### src/rtl/alu_writeback_sequencer_pkg.sv
// rtl/alu_writeback_sequencer_pkg.sv - shared widths, ALU opcodes and sequencer state codes
package cpu_pkg;

    localparam int DATA_W = 16;
    localparam int ADDR_W = 6;

    typedef enum logic [2:0] {
        OP_ADD = 3'd0,
        OP_SUB = 3'd1,
        OP_AND = 3'd2,
        OP_OR  = 3'd3,
        OP_XOR = 3'd4,
        OP_SHL = 3'd5,
        OP_SHR = 3'd6,
        OP_MUL = 3'd7
    } alu_op_t;

    typedef logic [2:0] seq_state_t;

    localparam seq_state_t ST_IDLE  = 3'd0;
    localparam seq_state_t ST_READ  = 3'd1;
    localparam seq_state_t ST_EXEC  = 3'd2;
    localparam seq_state_t ST_MUL   = 3'd3;
    localparam seq_state_t ST_WRITE = 3'd4;

endpackage

### src/rtl/alu_writeback_sequencer_if.sv
// rtl/alu_writeback_sequencer_if.sv - decoded-instruction handshake into the execute stage
interface alu_writeback_sequencer_if import cpu_pkg::*; #(
    parameter int DATA_W = cpu_pkg::DATA_W,
    parameter int ADDR_W = cpu_pkg::ADDR_W
);
    logic              InValid;
    logic              InReady;
    alu_op_t           InOp;
    logic [ADDR_W-1:0] InDst;
    logic [ADDR_W-1:0] InSrc;
    logic              InUseImm;
    logic [DATA_W-1:0] InImm;

    modport master (
        output InValid, InOp, InDst, InSrc, InUseImm, InImm,
        input  InReady
    );

    modport slave (
        input  InValid, InOp, InDst, InSrc, InUseImm, InImm,
        output InReady
    );
endinterface

### src/rtl/alu_writeback_sequencer_serial_multiplier.sv
// rtl/alu_writeback_sequencer_serial_multiplier.sv - unsigned shift-add multiplier, one partial product per cycle
module serial_multiplier #(
    parameter int DATA_W    = 16,
    parameter int MUL_STEPS = DATA_W
) (
    input  logic                  Clock,
    input  logic                  Reset,
    input  logic                  Start,
    input  logic [DATA_W-1:0]     OpA,
    input  logic [DATA_W-1:0]     OpB,
    output logic                  Done,
    output logic [2*DATA_W-1:0]   Product
);
    localparam int CNT_W = $clog2(MUL_STEPS + 1);

    logic [2*DATA_W-1:0] mcand;
    logic [DATA_W-1:0]   mplier;
    logic [CNT_W-1:0]    count;
    logic                busy;

    always_ff @(posedge Clock) begin
        if (Reset) begin
            Product <= '0;
            mcand   <= '0;
            mplier  <= '0;
            count   <= '0;
            busy    <= 1'b0;
            Done    <= 1'b0;
        end else if (Start) begin
            Product <= '0;
            mcand   <= {{DATA_W{1'b0}}, OpA};
            mplier  <= OpB;
            count   <= '0;
            busy    <= 1'b1;
            Done    <= 1'b0;
        end else begin
            Done <= 1'b0;
            if (busy) begin
                if (mplier[0]) begin
                    Product <= Product + mcand;
                end
                mcand  <= mcand << 1;
                mplier <= mplier >> 1;
                count  <= count + 1'b1;
                // Done lands one cycle after the last accumulate so Product is already final.
                if (count == CNT_W'(MUL_STEPS - 1)) begin
                    busy <= 1'b0;
                    Done <= 1'b1;
                end
            end
        end
    end
endmodule

### src/rtl/alu_writeback_sequencer.sv
// rtl/alu_writeback_sequencer.sv - execute stage owning read/compute/write-back timing of the 64x16 reg file
module alu_writeback_sequencer #(
    parameter int DATA_W    = cpu_pkg::DATA_W,
    parameter int ADDR_W    = cpu_pkg::ADDR_W,
    parameter int MUL_STEPS = DATA_W
) (
    input  logic                 Clock,
    input  logic                 Reset,
    alu_writeback_sequencer_if.slave in_if,
    output logic [ADDR_W-1:0]    AddressA,
    output logic [ADDR_W-1:0]    AddressB,
    input  logic [DATA_W-1:0]    ReadDataA,
    input  logic [DATA_W-1:0]    ReadDataB,
    output logic [DATA_W-1:0]    WriteData,
    output logic                 WriteEnable,
    output logic                 FlagZ,
    output logic                 FlagC,
    output logic                 FlagN,
    output logic                 Done
);
    import cpu_pkg::*;

    localparam int SH_W = $clog2(DATA_W);

    seq_state_t          state;
    alu_op_t             op;
    logic                use_imm;
    logic [DATA_W-1:0]   imm;
    logic [DATA_W-1:0]   opa;
    logic [DATA_W-1:0]   opb;
    logic                res_c;
    logic [DATA_W-1:0]   opb_sel;
    logic [DATA_W-1:0]   alu_res;
    logic                alu_c;
    logic [DATA_W:0]     wide;
    logic [SH_W-1:0]     amt;
    logic                mul_start;
    logic                mul_done;
    logic [2*DATA_W-1:0] product;

    assign in_if.InReady = (state == ST_IDLE);
    assign WriteEnable   = (state == ST_WRITE);
    assign Done          = (state == ST_WRITE);
    assign opb_sel       = use_imm ? imm : ReadDataB;
    assign amt           = opb[SH_W-1:0];
    // The multiplier loads straight from the read ports so its final step lines up with cycle 2+MUL_STEPS.
    assign mul_start     = (state == ST_READ) && (op == OP_MUL);

    serial_multiplier #(
        .DATA_W   (DATA_W),
        .MUL_STEPS(MUL_STEPS)
    ) u_mul (
        .Clock  (Clock),
        .Reset  (Reset),
        .Start  (mul_start),
        .OpA    (ReadDataA),
        .OpB    (opb_sel),
        .Done   (mul_done),
        .Product(product)
    );

    always_comb begin
        alu_res = '0;
        alu_c   = 1'b0;
        wide    = '0;
        case (op)
            OP_SUB: begin
                alu_res = opa - opb;
                alu_c   = (opa < opb);
            end
            OP_AND: alu_res = opa & opb;
            OP_OR:  alu_res = opa | opb;
            OP_XOR: alu_res = opa ^ opb;
            OP_SHL: begin
                wide    = {1'b0, opa} << amt;
                alu_res = wide[DATA_W-1:0];
                alu_c   = wide[DATA_W];
            end
            OP_SHR: begin
                wide    = {opa, 1'b0} >> amt;
                alu_res = wide[DATA_W:1];
                alu_c   = wide[0];
            end
            default: begin
                wide    = {1'b0, opa} + {1'b0, opb};
                alu_res = wide[DATA_W-1:0];
                alu_c   = wide[DATA_W];
            end
        endcase
    end

    always_ff @(posedge Clock) begin
        if (Reset) begin
            state     <= ST_IDLE;
            op        <= OP_ADD;
            use_imm   <= 1'b0;
            imm       <= '0;
            AddressA  <= '0;
            AddressB  <= '0;
            opa       <= '0;
            opb       <= '0;
            WriteData <= '0;
            res_c     <= 1'b0;
            FlagZ     <= 1'b0;
            FlagC     <= 1'b0;
            FlagN     <= 1'b0;
        end else begin
            case (state)
                ST_IDLE: begin
                    if (in_if.InValid) begin
                        op       <= in_if.InOp;
                        use_imm  <= in_if.InUseImm;
                        imm      <= in_if.InImm;
                        AddressA <= in_if.InDst;
                        AddressB <= in_if.InSrc;
                        state    <= ST_READ;
                    end
                end
                ST_READ: begin
                    opa   <= ReadDataA;
                    opb   <= opb_sel;
                    state <= (op == OP_MUL) ? ST_MUL : ST_EXEC;
                end
                ST_EXEC: begin
                    WriteData <= alu_res;
                    res_c     <= alu_c;
                    state     <= ST_WRITE;
                end
                ST_MUL: begin
                    if (mul_done) begin
                        WriteData <= product[DATA_W-1:0];
                        res_c     <= |product[2*DATA_W-1:DATA_W];
                        state     <= ST_WRITE;
                    end
                end
                ST_WRITE: begin
                    FlagZ <= (WriteData == '0);
                    FlagN <= WriteData[DATA_W-1];
                    FlagC <= res_c;
                    state <= ST_IDLE;
                end
                default: state <= ST_IDLE;
            endcase
        end
    end
endmodule

### src/flat_wrapper.sv
// flat-port wrapper written by rule: the top's interface ports become plain ports
module alu_writeback_sequencer_flat import cpu_pkg::*;
#(
    parameter int DATA_W    = cpu_pkg::DATA_W,
    parameter int ADDR_W    = cpu_pkg::ADDR_W,
    parameter int MUL_STEPS = DATA_W
)
  (Clock, Reset, AddressA, AddressB, ReadDataA, ReadDataB, WriteData, WriteEnable, FlagZ, FlagC, FlagN, Done, in_if_InValid, in_if_InOp, in_if_InDst, in_if_InSrc, in_if_InUseImm, in_if_InImm, in_if_InReady);
  alu_writeback_sequencer_if #(.DATA_W(DATA_W), .ADDR_W(ADDR_W)) in_if_i ();
  input  logic Clock;
  input  logic Reset;
  output logic [ADDR_W-1:0] AddressA;
  output logic [ADDR_W-1:0] AddressB;
  input  logic [DATA_W-1:0] ReadDataA;
  input  logic [DATA_W-1:0] ReadDataB;
  output logic [DATA_W-1:0] WriteData;
  output logic WriteEnable;
  output logic FlagZ;
  output logic FlagC;
  output logic FlagN;
  output logic Done;
  input wire logic [$bits(in_if_i.InValid)-1:0] in_if_InValid;
  input wire logic [$bits(in_if_i.InOp)-1:0] in_if_InOp;
  input wire logic [$bits(in_if_i.InDst)-1:0] in_if_InDst;
  input wire logic [$bits(in_if_i.InSrc)-1:0] in_if_InSrc;
  input wire logic [$bits(in_if_i.InUseImm)-1:0] in_if_InUseImm;
  input wire logic [$bits(in_if_i.InImm)-1:0] in_if_InImm;
  output wire logic [$bits(in_if_i.InReady)-1:0] in_if_InReady;
  assign in_if_i.InValid = in_if_InValid;
  assign in_if_i.InOp = in_if_InOp;
  assign in_if_i.InDst = in_if_InDst;
  assign in_if_i.InSrc = in_if_InSrc;
  assign in_if_i.InUseImm = in_if_InUseImm;
  assign in_if_i.InImm = in_if_InImm;
  assign in_if_InReady = in_if_i.InReady;
  alu_writeback_sequencer #(.DATA_W(DATA_W), .ADDR_W(ADDR_W), .MUL_STEPS(MUL_STEPS)) u_core (.Clock(Clock), .Reset(Reset), .in_if(in_if_i), .AddressA(AddressA), .AddressB(AddressB), .ReadDataA(ReadDataA), .ReadDataB(ReadDataB), .WriteData(WriteData), .WriteEnable(WriteEnable), .FlagZ(FlagZ), .FlagC(FlagC), .FlagN(FlagN), .Done(Done));
endmodule
### config.mk
export PLATFORM = sky130hd
export DESIGN_NAME = alu_writeback_sequencer_flat
export DESIGN_NICKNAME = d
export VERILOG_FILES = /design/src/rtl/alu_writeback_sequencer_pkg.sv /design/src/rtl/alu_writeback_sequencer_if.sv /design/src/rtl/alu_writeback_sequencer_serial_multiplier.sv /design/src/rtl/alu_writeback_sequencer.sv /design/src/flat_wrapper.sv
export SDC_FILE = /design/constraint.sdc
export NUM_CORES = 1
export LEC_CHECK = 0
export CAP_MARGIN = 0
export CORE_MARGIN = 1
export CORE_UTILIZATION = 59
export CTS_CLUSTER_SIZE = 8
export DETAILED_ROUTE_END_ITERATION = 6
export GPL_TIMING_DRIVEN = 0
export HOLD_SLACK_MARGIN = 0.03
export PLACE_DENSITY = 0.84
export REMOVE_ABC_BUFFERS = 1
export SETUP_SLACK_MARGIN = 0.5
export SLEW_MARGIN = 20
export SYNTH_ARGS = -nofsm -noshare
export SYNTH_HDL_FRONTEND = slang
export SYNTH_SLANG_ARGS = --single-unit
### constraint.sdc
create_clock -name Clock -period 3.4 [get_ports Clock]
set_clock_uncertainty 0.05 [all_clocks]
set_input_delay 1.02 -clock Clock [delete_from_list [all_inputs] [get_ports Clock]]
set_output_delay 1.02 -clock Clock [all_outputs]
set_load 0.01 [all_outputs]
==> summary.txt <==
Die
  – Die area: 21500 sq um
  – Initial Util: 0.605
  – Ports: 101
  – Die height: 147 um
  – Core Rows: 52
  – Die Width: 147 um
  – Core area: just over 20000 sq um

STA
  – # setup viols final: 0
  – Setup slack after layout: 0.527 ns
  – Max Fclk: about 0.35 GHz
  – RSZ-0062 raised after global routing: true
  – Worst rel slew slack: 0.294
  – Max Slew Vio Count: 0
  – Worst-margin pin slew: 1.06 ns
  – Crit path time final: 2.87 ns
  – Period utilisation layout: 0.845
  – Endpoints failing hold: 0

Routing
  – Remaining antenna violation count: 0
  – Residual DRC: 0
  – DRT Wirelength: 40700 um
  – Drt wl/cell: 21.4 um
  – Routed vias: roughly 12000
  – Vias/cell: roughly 6.6
  – Iteration-0 DRC count of the detailed router: 1239
  – Detailed Routing Iterations Pass 1: 6

Power and ir drop
  – Gate power share: 0.214
  – Sequential share of power: 0.416
  – Power Internal: 3590 uW
  – Peak supply drop: roughly 0.00032 V
  – Switch Pwr: 1720 uW
  – Switching share of power: 0.324
  – Clock Power Share: 0.370
  – P_leak: 0.00542 uW
  – Power per Cell Area: 365 nW/um^2

Critical path
  – RR Startpoint: u_core.opb[0]
  – R2R setup slack: about 0.53 ns
  – Data required time of the worst path: 3.63 ns
  – Crit path DAT: 3.11 ns
  – Crit Reg-Reg Endpoint: u_core.WriteData[15]
  – WS Path Type: register to register
  – CP Capture Type: register
  – Worst R2R Path Depth: 8
  – Critical path startpoint category: register
  – Max FO, Critical Path: 27

Hold path
  – Hold Path Depth: 2
  – Hold wc startpoint: u_core.imm[12]
  – Hold Crit Class: register to register
  – Hold worst-path end: u_core.imm[12]

CTS
  – Sink Count: 174
  – CTS H-tree lvls: 4
  – Clock transition at path regs: 0.07 ns
  – CTS max path bufs: 2
  – Inserted Clock Buffers: 17
  – CTS tree: built
  – CTS Hold Buffers Added: 0
  – Clock Latency Late Sink: 0.44 ns
  – CTS root buffer: clkbuf_16

Placement
  – # placed instances: 1843
  – GPL Wtd Cong: 1.03
  – Port Buffers: 100
  – Pre-CTS setup slack: -0.524 ns
  – HPWL after DPL: 28900 um

Synth
  – Share of the synthesized area in the top cell type: 0.282
  – Number of synthesized flops with an enable pin: 0
  – Post-Synthesis Cells: 1579
  – Top cells by area, synth: dfxtp_1 28%, ha_1 8.3%, a21oi_1 7.0%
  – Post-synth top cells: 192 x nand2_1, 174 x dfxtp_1, 173 x a21oi_1
  – Largest area contributor in the netlist: dfxtp_1
  – Ys Warns: 0
  – Post-synthesis cell type count: 75
  – Syn avg cell area: approximately 7.8 sq um
  – Sequential share of the synthesized area: 0.282
  – Most common cell in the netlist: nand2_1
  – Dominant synthesized flop cell: dfxtp_1
  – Mapped cell area: between 10000 and 15000 sq um
  – Async SR Flop Fraction: 0
  – Synth Register Bits: 174

Finish
  – Non-filler cells, final: 1896
  – Fill cells: 1631
  – Final Util: 0.713
  – Area grow syn2layout: 17.8%
  – N_diodes: 0
  – Fraction of layout cells with a size suffix above 1: 0.114
  – Net count, final: roughly 1800

Global routing
  – Global route overflow: 0
  – Met3 usage: 0.0934
  – M2 GR Usage: 0.578
  – Largest net degree at the start of global routing: 91
  – Antenna violations before repair: 0
  – Met1 Use GR: 0.497
  – Most Crowded Layer GR: met2
  – First-pass GRT wire length: 63300 um
  – Global Route Usage Sum: 0.374
  – Vias in the first global route: around 12000

Job
  – Max_cap viols: 0

Run status
  – Outcome: completed
[how the worst max path moves through the flow]
stage	startpoint	to	slack (ns)	depth (start not counted)
2_1_floorplan	u_core.state[0]	u_core.u_mul.Product[30]	-1.52	7
3_3_place_gp	Reset	u_core.WriteData[15]	-3.91	6
3_5_place_dp	u_core.opb[2]	u_core.WriteData[6]	-0.52	10
4_1_cts	u_core.opa[3]	u_core.WriteData[6]	0.48	9
5_1_grt	u_core.opa[6]	u_core.WriteData[15]	0.36	10
6_report	u_core.opb[0]	u_core.WriteData[15]	0.53	8
[logic make-up after synthesis]
kind of cell / after synthesis / synth area share
adder cells (fa/ha/maj): 85 / 0.0881
AND/OR/NAND/NOR: 529 / 0.193
multiplexers: 92 / 0.0950
AO/OA/AOI/OAI: 488 / 0.263
buffers and inverters: 184 / 0.0594
flip-flops: 174 / 0.282
XOR/XNOR: 27 / 0.0192
[registers in the layout, summed over array words and instances, names as in the netlist, 3 cells and up]
signal and cells:
u_core.opb 16, u_core.op 3, u_core.AddressA 6, u_core.u_mul.count 5, u_core.state 3, u_core.u_mul.mplier 16, u_core.u_mul.Product 32, u_core.u_mul.mcand 32
u_core.WriteData 16, u_core.AddressB 6, u_core.opa 16, u_core.imm 16
[layer usage]
metal	vias to the layer above	share of wire
met1	5962	0.42
met3	92	0.10
met4	0	0.037
met2	627	0.45
met5	-	0
li1	5809	-
[cell type report]
type	count	area (sq um)	area share
multi-input cells	1222	8460	0.583
flip-flops and latches	174	3550	0.244
repair buffers	128	1300	0.0898
clock buffers	19	453	0.0312
well taps	270	338	0.0233
inverters	70	284	0.0196
clock inverters	13	136	0.00939
[through the flow]
stage | cell area (sq um) | hold WS, ns | total power (uW) | setup TNS, ns
detailed placement | 13400 | 0.396 | 3260 | -4.05
CTS | 14300 | 0.407 | 5250 | 0
floorplan | 11900 | 0.376 | 2830 | -66.90
finish | 14500 | 0.405 | 5310 | 0
global route | 14500 | 0.425 | 5490 | 0
global placement | 13200 | 0.391 | 3230 | -378.26
[power by group through the flow]
stage               Clock, uW  Sequential (uW)  Combinational [uW]
floorplan                   0             2230                 595
detailed placement          0             2260                 997
finish                   1970             2210                1140
CTS                      1980             2200                1070
global placement            0             2270                 957
global route             2060             2210                1220
[worst max-delay path, stage by stage, from the launching register on]
cell       delay, ns
dfxtp_4         0.43
buf_12          0.22
mux4_2          0.60
mux2i_1         0.37
nor2_1          0.07
a2111oi_0       0.48
o211ai_1        0.20
o2bb2ai_1       0.20
a221oi_1        0.10
[cells in the final DEF, fill, tap and decap left out, types with 11 or more instances in the layout]
master           count
nor2b_1             27
ha_1                72
nor2_1             159
nand3_1             31
o21ai_0             53
a221oi_1            11
nor3_1              21
nand2_1            190
nor4_1              14
buf_4               20
dfxtp_1            149
mux4_2              20
a21oi_1            169
a21o_1              26
mux2i_1             72
o221ai_1            13
xnor2_1             18
inv_1               62
dfxtp_4             13
dfxtp_2             12
clkbuf_16           17
nand2b_1            12
clkdlybuf4s50_1     99
a211oi_1            81
and3_1              14
[what timing repair did]
item | CTS | global route
buffers inserted | 12 | 8
setup endpoints to repair | 73 | 28
gates cloned | 1 | 0
pin swaps | 6 | 14
gates resized for setup | 58 | 49
Note: power is estimated with default switching activity, not from simulation.
